## src/rtl/pair_match_ctrl_if.sv

```systemverilog
// Bundles the mouse/cursor inputs and game-state outputs of the pair matching controller.
interface pair_match_ctrl_if;
    logic        MouseLeft;
    logic [11:0] xpos;
    logic [11:0] ypos;
    logic [47:0] pair_id;
    logic [15:0] show_mask;
    logic [15:0] matched_mask;
    logic [3:0]  pairs_found;
    logic        mismatch;
    logic        game_done;

    modport master (
        output MouseLeft, xpos, ypos, pair_id,
        input  show_mask, matched_mask, pairs_found, mismatch, game_done
    );

    modport slave (
        input  MouseLeft, xpos, ypos, pair_id,
        output show_mask, matched_mask, pairs_found, mismatch, game_done
    );
endinterface

```

## src/rtl/pair_match_ctrl.sv

```systemverilog
// Memory-game controller for a 4x4 tile grid: reveals clicked tiles in pairs,
// locks matching pairs, and shows mismatched pairs for a fixed hold time.
module pair_match_ctrl #(
    parameter int X_ORIGIN    = 100,
    parameter int Y_ORIGIN    = 100,
    parameter int A_SIDE      = 100,
    parameter int B_SIDE      = 100,
    parameter int GAP         = 20,
    parameter int HOLD_CYCLES = 65_000_000
) (
    input  logic             clk,
    input  logic             rst,
    pair_match_ctrl_if.slave bus
);
    typedef enum logic [2:0] {
        S_IDLE,
        S_ONE,
        S_CHECK,
        S_HOLD,
        S_DONE
    } state_t;

    localparam logic [26:0] HOLD_LAST = 27'(HOLD_CYCLES - 1);

    state_t      state_q, state_d;
    logic [15:0] show_q, show_d;
    logic [15:0] matched_q, matched_d;
    logic [3:0]  pairs_q, pairs_d;
    logic [3:0]  first_q, first_d;
    logic [3:0]  second_q, second_d;
    logic [26:0] hold_q, hold_d;
    logic        mouse_q, mouse_d;

    int          x_val;
    int          y_val;
    logic        col_hit;
    logic        row_hit;
    logic [1:0]  col;
    logic [1:0]  row;
    logic        hit;
    logic [3:0]  hit_idx;
    logic        click;
    logic        valid_click;
    logic [2:0]  id_first;
    logic [2:0]  id_second;

    assign x_val = {20'd0, bus.xpos};
    assign y_val = {20'd0, bus.ypos};

    // Descending scan so the lowest column/row wins if GAP is 0 and edges touch.
    always_comb begin
        col_hit = 1'b0;
        col     = 2'd0;
        row_hit = 1'b0;
        row     = 2'd0;
        for (int c = 3; c >= 0; c--) begin
            if (x_val >= X_ORIGIN + c * (A_SIDE + GAP) &&
                x_val <= X_ORIGIN + c * (A_SIDE + GAP) + A_SIDE) begin
                col_hit = 1'b1;
                col     = 2'(c);
            end
            if (y_val >= Y_ORIGIN + c * (B_SIDE + GAP) &&
                y_val <= Y_ORIGIN + c * (B_SIDE + GAP) + B_SIDE) begin
                row_hit = 1'b1;
                row     = 2'(c);
            end
        end
    end

    assign hit     = col_hit & row_hit;
    assign hit_idx = {row, col};
    assign click   = bus.MouseLeft & ~mouse_q;

    assign valid_click = click & hit & ~show_q[hit_idx] & ~matched_q[hit_idx] &
                         ((state_q == S_IDLE) || (state_q == S_ONE));

    always_comb begin
        id_first  = 3'd0;
        id_second = 3'd0;
        for (int k = 0; k < 16; k++) begin
            if (first_q == 4'(k)) begin
                id_first = bus.pair_id[3*k +: 3];
            end
            if (second_q == 4'(k)) begin
                id_second = bus.pair_id[3*k +: 3];
            end
        end
    end

    always_comb begin
        state_d   = state_q;
        show_d    = show_q;
        matched_d = matched_q;
        pairs_d   = pairs_q;
        first_d   = first_q;
        second_d  = second_q;
        hold_d    = hold_q;
        mouse_d   = bus.MouseLeft;

        unique case (state_q)
            S_IDLE: begin
                if (valid_click) begin
                    first_d         = hit_idx;
                    show_d[hit_idx] = 1'b1;
                    state_d         = S_ONE;
                end
            end
            S_ONE: begin
                if (valid_click) begin
                    second_d        = hit_idx;
                    show_d[hit_idx] = 1'b1;
                    state_d         = S_CHECK;
                end
            end
            S_CHECK: begin
                if (id_first == id_second) begin
                    matched_d[first_q]  = 1'b1;
                    matched_d[second_q] = 1'b1;
                    pairs_d             = pairs_q + 4'd1;
                    state_d             = (pairs_q == 4'd7) ? S_DONE : S_IDLE;
                end else begin
                    hold_d  = '0;
                    state_d = S_HOLD;
                end
            end
            S_HOLD: begin
                hold_d = hold_q + 27'd1;
                if (hold_q == HOLD_LAST) begin
                    show_d[first_q]  = 1'b0;
                    show_d[second_q] = 1'b0;
                    state_d          = S_IDLE;
                end
            end
            S_DONE: begin
                state_d = S_DONE;
            end
            default: begin
                state_d = S_IDLE;
            end
        endcase
    end

    always_ff @(posedge clk) begin
        if (rst) begin
            state_q   <= S_IDLE;
            show_q    <= '0;
            matched_q <= '0;
            pairs_q   <= '0;
            first_q   <= '0;
            second_q  <= '0;
            hold_q    <= '0;
            mouse_q   <= 1'b0;
        end else begin
            state_q   <= state_d;
            show_q    <= show_d;
            matched_q <= matched_d;
            pairs_q   <= pairs_d;
            first_q   <= first_d;
            second_q  <= second_d;
            hold_q    <= hold_d;
            mouse_q   <= mouse_d;
        end
    end

    assign bus.show_mask    = show_q;
    assign bus.matched_mask = matched_q;
    assign bus.pairs_found  = pairs_q;
    assign bus.mismatch     = (state_q == S_HOLD);
    assign bus.game_done    = (state_q == S_DONE);
endmodule

```

## src/flat_wrapper.sv

```systemverilog
// flat-port wrapper written by rule: the top's interface ports become plain ports
module pair_match_ctrl_flat 
#(
    parameter int X_ORIGIN    = 100,
    parameter int Y_ORIGIN    = 100,
    parameter int A_SIDE      = 100,
    parameter int B_SIDE      = 100,
    parameter int GAP         = 20,
    parameter int HOLD_CYCLES = 65_000_000
)
  (clk, rst, bus_MouseLeft, bus_xpos, bus_ypos, bus_pair_id, bus_show_mask, bus_matched_mask, bus_pairs_found, bus_mismatch, bus_game_done);
  pair_match_ctrl_if bus_i ();
  input  logic clk;
  input  logic rst;
  input wire logic [$bits(bus_i.MouseLeft)-1:0] bus_MouseLeft;
  input wire logic [$bits(bus_i.xpos)-1:0] bus_xpos;
  input wire logic [$bits(bus_i.ypos)-1:0] bus_ypos;
  input wire logic [$bits(bus_i.pair_id)-1:0] bus_pair_id;
  output wire logic [$bits(bus_i.show_mask)-1:0] bus_show_mask;
  output wire logic [$bits(bus_i.matched_mask)-1:0] bus_matched_mask;
  output wire logic [$bits(bus_i.pairs_found)-1:0] bus_pairs_found;
  output wire logic [$bits(bus_i.mismatch)-1:0] bus_mismatch;
  output wire logic [$bits(bus_i.game_done)-1:0] bus_game_done;
  assign bus_i.MouseLeft = bus_MouseLeft;
  assign bus_i.xpos = bus_xpos;
  assign bus_i.ypos = bus_ypos;
  assign bus_i.pair_id = bus_pair_id;
  assign bus_show_mask = bus_i.show_mask;
  assign bus_matched_mask = bus_i.matched_mask;
  assign bus_pairs_found = bus_i.pairs_found;
  assign bus_mismatch = bus_i.mismatch;
  assign bus_game_done = bus_i.game_done;
  pair_match_ctrl #(.X_ORIGIN(X_ORIGIN), .Y_ORIGIN(Y_ORIGIN), .A_SIDE(A_SIDE), .B_SIDE(B_SIDE), .GAP(GAP), .HOLD_CYCLES(HOLD_CYCLES)) u_core (.clk(clk), .rst(rst), .bus(bus_i));
endmodule
```

## config.mk

```make
export PLATFORM = sky130hd
export DESIGN_NAME = pair_match_ctrl_flat
export DESIGN_NICKNAME = d
export VERILOG_FILES = /design/src/rtl/pair_match_ctrl_if.sv /design/src/rtl/pair_match_ctrl.sv /design/src/flat_wrapper.sv
export SDC_FILE = /design/constraint.sdc
export NUM_CORES = 1
export LEC_CHECK = 0
export BUFFER_PORTS_ARGS = -buffer_cell sky130_fd_sc_hd__buf_2
export CAP_MARGIN = 5
export CORE_MARGIN = 5
export CORE_UTILIZATION = 30
export CTS_CLUSTER_DIAMETER = 200
export CTS_CLUSTER_SIZE = 14
export DETAILED_ROUTE_END_ITERATION = 10
export SETUP_SLACK_MARGIN = 0.5
export SYNTH_ARGS = -nofsm -noshare
export SYNTH_HDL_FRONTEND = slang
export SYNTH_SLANG_ARGS = --single-unit
```

## constraint.sdc

```tcl
create_clock -name clk -period 3.6 [get_ports clk]
set_clock_uncertainty 0.05 [all_clocks]
set_input_delay 0.72 -clock clk [delete_from_list [all_inputs] [get_ports clk]]
set_output_delay 0.72 -clock clk [all_outputs]
set_load 0.005 [all_outputs]
```

==> results.yml, run 1 <==
grt:
  grt_pass1_wl_um: 28500
  overflow: 0
  track_usage_pct: 17.3
  grt_pass1_vias: 5448
  grt_start_max_net_pins: 49
  grt_antenna_before_repair: 0
clock_network:
  clkSlewWorstSetupHoldPaths_ps: 60
  cts_tree: "built"
  root_buffer: "clkbuf_16"
  postCtsHoldBufs: 0
  htree_levels: 3
  ctsLongestPathBuffers: 2
  clock_latency_ps: 340
  cts.sinks: 75
  cts_made_buffers: 9
place:
  post_dp_cell_area_um2: 6110
  dp_hpwl_um: 13700
  portBuffers: 112
  placedCellCount: 1022
  pre_cts_ws_ps: 128
  globalplace.congestion: 0.921
finish:
  num_antenna_cells: 0
  final-seq-area_um2: 1510
  synthToLayoutAreaGrowth_pct: 28.0
  multi_input_area_um2: 3550
  drive_gt1_share_pct: 26.2
  finalNonFillerCells: 1045
  final_area_um2: 6670
  final_nets: 892
  fillCellCount: 1841
power:
  power_frac_clock_pct: 47.9
  irDropWorstVdd_mv: 0.207
  power_frac_comb_pct: 9.2
  p_int_mw: 1.45
  switchingPower_mw: 0.486
  p_leak_nw: 2.43
  pwr-share-seq_pct: 42.8
  power_density_nw_per_um2: 291
  sw_frac_of_total_pct: 25.0
routing:
  drc: 0
  firstDrtPassIters: 5
  ant_nets: 0
  wl_per_cell_um: 17.5
  drt-initial-drc-count: 550
  avgViaCountPerCell: 5.69
  vias: 5951
  wirelength_um: 18300
logic_synthesis:
  synth.avg_cell_area_um2: 7.47
  synth-seq-area-share_pct: 28.8
  synth-async-reset-ratio_pct: 0
  synth_ff_type: "dfxtp_1"
  synth.largest_area_cell: "dfxtp_1"
  yosys-top-cells-count: "nor2_1 (85), dfxtp_1 (75), a21oi_1 (54)"
  ys_ff_latch: 75
  synth_top_area_share_pct: 28.8
  synthTopCellsByArea: "dfxtp_1 (29%), nor2_1 (6.1%), a21oi_1 (5.2%)"
  yosysWarnings: 0
  syn_inst: 697
  synth_nets: 774
  synth.most_common_cell: "nor2_1"
  synth.cell_area_um2: 5210
  ys_types: 73
  synth_edf_count: 0
die:
  initial_core_util_pct: 30.3
  core.rowCount: 48
  pin_count: 113
  die_h_um: 142
  design.core.area_um2: 17200
  dieArea_um2: 20100
  die_width_um: 142
sta:
  worst_pin_slew_ps: 633
  timing.final.ws_setup_ps: 367
  post-route-min-period_ps: 3230
  max_freq_mhz: 309
  fin_hold_ws_ps: 426
  timing.final.crit_share_pct: 89.8
  hold_viol: 0
  setup_viol: 0
  rsz0062_at_grt: "true"
  max_slew_margin_pct: 57.5
  tns_ps: 0
  slew_viol_final: 0
min_path:
  hold_path.class: "reg -> reg"
worst_setup_path:
  endpoint_kind: "flop"
  crit_path_end: "u_core.first_q[1]"
  critical_path_required_ps: 3730
  critPathLaunchType: "input port"
  path_class: "in -> reg"
  critPathLaunch: "bus_ypos[1]"
  critPathMaxFanout: 6
  worstReg2RegEnd: "u_core.bus.pairs_found[3]"
  reg2regPathDepth: 10
  cp.arrival_ps: 3360
  r2r_start: "u_core.first_q[3]"
  r2r_setup_slack_ps: 610
outcome:
  status: "finished clean"
flow_run:
  cap_violations: 0
==> worst max-delay path, stage by stage <==
cell,delay [ps]
buf_6,90
or4_4,550
a311oi_4,360
o32ai_2,140
a221oi_2,240
a221oi_2,110
a2111o_1,420
nor3_4,210
buf_6,150
buf_6,110
clkbuf_16,140
a311oi_2,110
==> worst min-delay path by stage <==
stage                 startpoint                end  slack, ps  cells past startpoint
2_1_floorplan  u_core.hold_q[16]  u_core.hold_q[16]        390                      2
3_3_place_gp   u_core.hold_q[16]  u_core.hold_q[16]        410                      2
3_5_place_dp   u_core.hold_q[16]  u_core.hold_q[16]        410                      2
4_1_cts        u_core.hold_q[16]  u_core.hold_q[16]        420                      2
5_1_grt        u_core.hold_q[16]  u_core.hold_q[16]        460                      2
6_report       u_core.hold_q[16]  u_core.hold_q[16]        430                      2
==> through the flow <==
stage	utilization, %	total power, mW
after floorplan	-	0.933
after CTS	37.5	1.95
final	38.8	1.94
after detailed placement	35.6	1.02
after global placement	35.6	1.02
after global routing	38.8	2.01
==> final cells by class <==
| type | count | share of cell area, % |
|---|---|---|
| Clock inverter | 7 | 1.26 |
| Tap cell | 225 | 4.22 |
| Inverter | 21 | 1.18 |
| Multi-Input combinational cell | 557 | 53.3 |
| Timing Repair Buffer | 151 | 13.9 |
| Sequential cell | 75 | 22.7 |
| Clock buffer | 9 | 3.38 |
==> cell usage in the layout, fill, tap and decap left out, drive strengths merged, types with 6 or more instances in the layout <==
cell,netlist,routed
or2,9,9
mux2i,13,13
or3,11,11
nor2,85,85
a22oi,19,19
and3,11,11
inv,20,23
nand2b,9,9
nor2b,14,14
a221oi,8,8
nor3,17,17
a21oi,55,55
nand4,11,11
and2,7,7
xor2,9,9
xnor2,6,6
buf,19,149
clkbuf,25,11
o21a,21,21
dfxtp,75,75
nand3,36,36
a31oi,8,8
a311oi,13,13
a211oi,6,6
nor4,6,6
nand2,43,43
o21ai,46,46
o211ai,7,7
a32oi,12,12
==> sequential cells by signal, summed over array words and instances (netlist names) <==
| register | cells |
|---|---|
| u_core.bus.matched_mask | 16 |
| u_core.state_q | 3 |
| u_core.second_q | 4 |
| u_core.hold_q | 27 |
| u_core.bus.show_mask | 16 |
| u_core.first_q | 4 |
| u_core.bus.pairs_found | 4 |
| u_core.mouse_q | 1 |
==> metal layers <==
layer	vias to the layer above	track usage, %	share of wire (%)
li1	2873	-	-
met1	2794	22.8	42
met2	245	28.9	48
met3	39	3.61	7.1
met4	0	4.39	2.2
met5	-	0	0
==> kinds of logic after synthesis <==
family          share of synthesized area (%)
fa+ha+maj                               0.481
flops                                    28.8
mux                                      3.15
compound gates                           33.0
xor+xnor                                 2.52
simple gates                             26.7
buf+inv                                  5.31
==> power groups by stage <==
| stage | registers (mW) | clock network [mW] | logic [mW] |
|---|---|---|---|
| detailed placement | 0.851 | 0 | 0.168 |
| floorplan | 0.850 | 0 | 0.0830 |
| finish | 0.831 | 0.930 | 0.179 |
| global route | 0.830 | 0.988 | 0.194 |
| global placement | 0.851 | 0 | 0.168 |
| CTS | 0.832 | 0.947 | 0.171 |
==> what timing repair did <==
| item | 4_1_cts | 5_1_grt |
|---|---|---|
| pin swaps | 0 | 27 |
| gates resized for setup | 4 | 38 |
| gates cloned | 0 | 3 |
| setup buffers | 1 | 3 |
| setup endpoints to repair | 19 | 56 |
(Power assumes the default switching activity.)
==> inputs of run 2 (changes only) <==
Settings changed: PLACE_DENSITY_LB_ADDON set to 0.3.
==> results.yml, run 2 (same netlist as run 1, synthesis figures left out) <==
power:
  power_frac_clock_pct: 47.4
  p_total_mw: 1.94
  p_leak_nw: 2.44
  switchingPower_mw: 0.484
  sw_frac_of_total_pct: 25.0
  power_frac_comb_pct: 9.7
  power_density_nw_per_um2: 286
  irDropWorstVdd_mv: 0.223
  p_int_mw: 1.45
  pwr-share-seq_pct: 42.9
worst_setup_path:
  endpoint_kind: "flop"
  critPathLaunchType: "input port"
  cp.arrival_ps: 3290
  critical_path_required_ps: 3790
  max_stage_delay_ps: 470
  critPathMaxFanout: 5
  crit_slowest_cell: "a2111o_1"
  crit_chain: "buf_2 -> or3_1 -> a211o_1 -> or2_2 -> nand4_1 -> o2111ai_1 -> a2111o_1 -> nor3_4 -> buf_12 -> clkbuf_16 -> a21oi_2 -> a311oi_1"
  path_class: "in -> reg"
die:
  pin_count: 113
  die_width_um: 142
  design.core.area_um2: 17200
  core.rowCount: 48
  initial_core_util_pct: 30.3
  dieArea_um2: 20100
  die_h_um: 142
outcome:
  status: "finished clean"
clock_network:
  postCtsHoldBufs: 0
  root_buffer: "clkbuf_16"
  cts.sinks: 75
  cts_made_buffers: 9
  ctsLongestPathBuffers: 2
  htree_levels: 3
  clkSlewWorstSetupHoldPaths_ps: 60
  cts_tree: "built"
  clock_latency_ps: 340
sta:
  max_freq_mhz: 323
  timing.final.crit_share_pct: 86.1
  slew_viol_final: 0
  setup_viol: 0
  post-route-min-period_ps: 3100
  timing.final.ws_setup_ps: 501
  worst_pin_slew_ps: 787
  max_slew_margin_pct: 47.3
  rsz0062_at_grt: "true"
  hold_viol: 0
  tns_ps: 0
flow_run:
  cap_violations: 0
finish:
  finalNonFillerCells: 1046
  final_nets: 893
  synthToLayoutAreaGrowth_pct: 29.9
  num_antenna_cells: 0
  top_register: "u_core.hold_q"
  fillCellCount: 1835
  most-common-layout-cells: "buf_2 (107), nor2_1 (85), dfxtp_1 (70), a21oi_1 (46), o21ai_0 (44)"
  drive_gt1_share_pct: 27.5
  final_common_cell: "buf_2"
  post-route-util_pct: 39.4
  largest_register_ffs: 27
grt:
  grt_pass1_vias: 5320
  track_usage_pct: 17.2
  grt_antenna_before_repair: 0
  grt_pass1_wl_um: 28200
  grt_start_max_net_pins: 49
  overflow: 0
routing:
  avgViaCountPerCell: 5.65
  wirelength_um: 18500
  drt-initial-drc-count: 549
  drc: 0
  firstDrtPassIters: 6
  wl_per_cell_um: 17.7
  ant_nets: 0
  vias: 5911
place:
  dp_hpwl_um: 13500
  portBuffers: 112
  placedCellCount: 1021
  globalplace.congestion: 0.904
  pre_cts_ws_ps: 124
min_path:
  hold_path.class: "reg -> reg"
run 2: cell count changes in the layout (fill, tap and decap cells not counted), sizes merged:
cell,previous run,this run
clkbuf,11,12
clkinvlp,1,2
inv,23,22
run 2: final cells by class:
| class | instances | area [µm²] | share of cell area (%) |
|---|---|---|---|
| clock buffers | 9 | 225 | 3.33 |
| clock inverters | 7 | 76.3 | 1.13 |
| inverters | 21 | 78.8 | 1.17 |
| multi-input cells | 557 | 3600 | 53.3 |
| flip-flops and latches | 75 | 1510 | 22.3 |
| well taps | 225 | 282 | 4.16 |
| repair buffers | 152 | 986 | 14.6 |
run 2: timing repair:
| item | 4_1_cts | 5_1_grt |
|---|---|---|
| pin swaps | 0 | 38 |
| buffers inserted | 0 | 5 |
| endpoints found under the setup margin | 34 | 53 |
| cloned | 0 | 4 |
| resized for setup | 6 | 49 |
run 2: final timing paths:
path                      start                         to  slack, ps  cells after the start
min           u_core.hold_q[16]          u_core.hold_q[16]        430                      2
max                bus_xpos[10]          u_core.first_q[3]        500                     12
min reg2reg   u_core.hold_q[16]          u_core.hold_q[16]        430                      2
max reg2reg  u_core.second_q[0]  u_core.bus.pairs_found[3]        630                     11
run 2: power by group through the flow:
stage	sequential [mW]	clock, mW	combinational, mW
after floorplan	0.850	0	0.0830
after detailed placement	0.850	0	0.170
after global placement	0.850	0	0.170
after global routing	0.831	0.964	0.204
after CTS	0.832	0.938	0.175
final	0.831	0.917	0.188
run 2: stage by stage:
step	hold slack (ps)	instance area (µm²)
global placement	408	6110
finish	428	6760
global route	443	6760
detailed placement	421	6110
CTS	429	6450
floorplan	395	5220
run 2: critical path: cells and delay by family:
kind	cells	cell delay [ps]
AOI/OAI and AO/OA	5	1110
buffers and inverters	3	390
and+or+nand+nor	4	1050
run 2: metal layers:
metal	vias up	GRT usage (%)	wire [µm]
met4	0	3.74	299
li1	2871	-	-
met2	230	28.7	8960
met1	2779	23.2	8010
met3	31	3.20	1240
met5	-	0	0
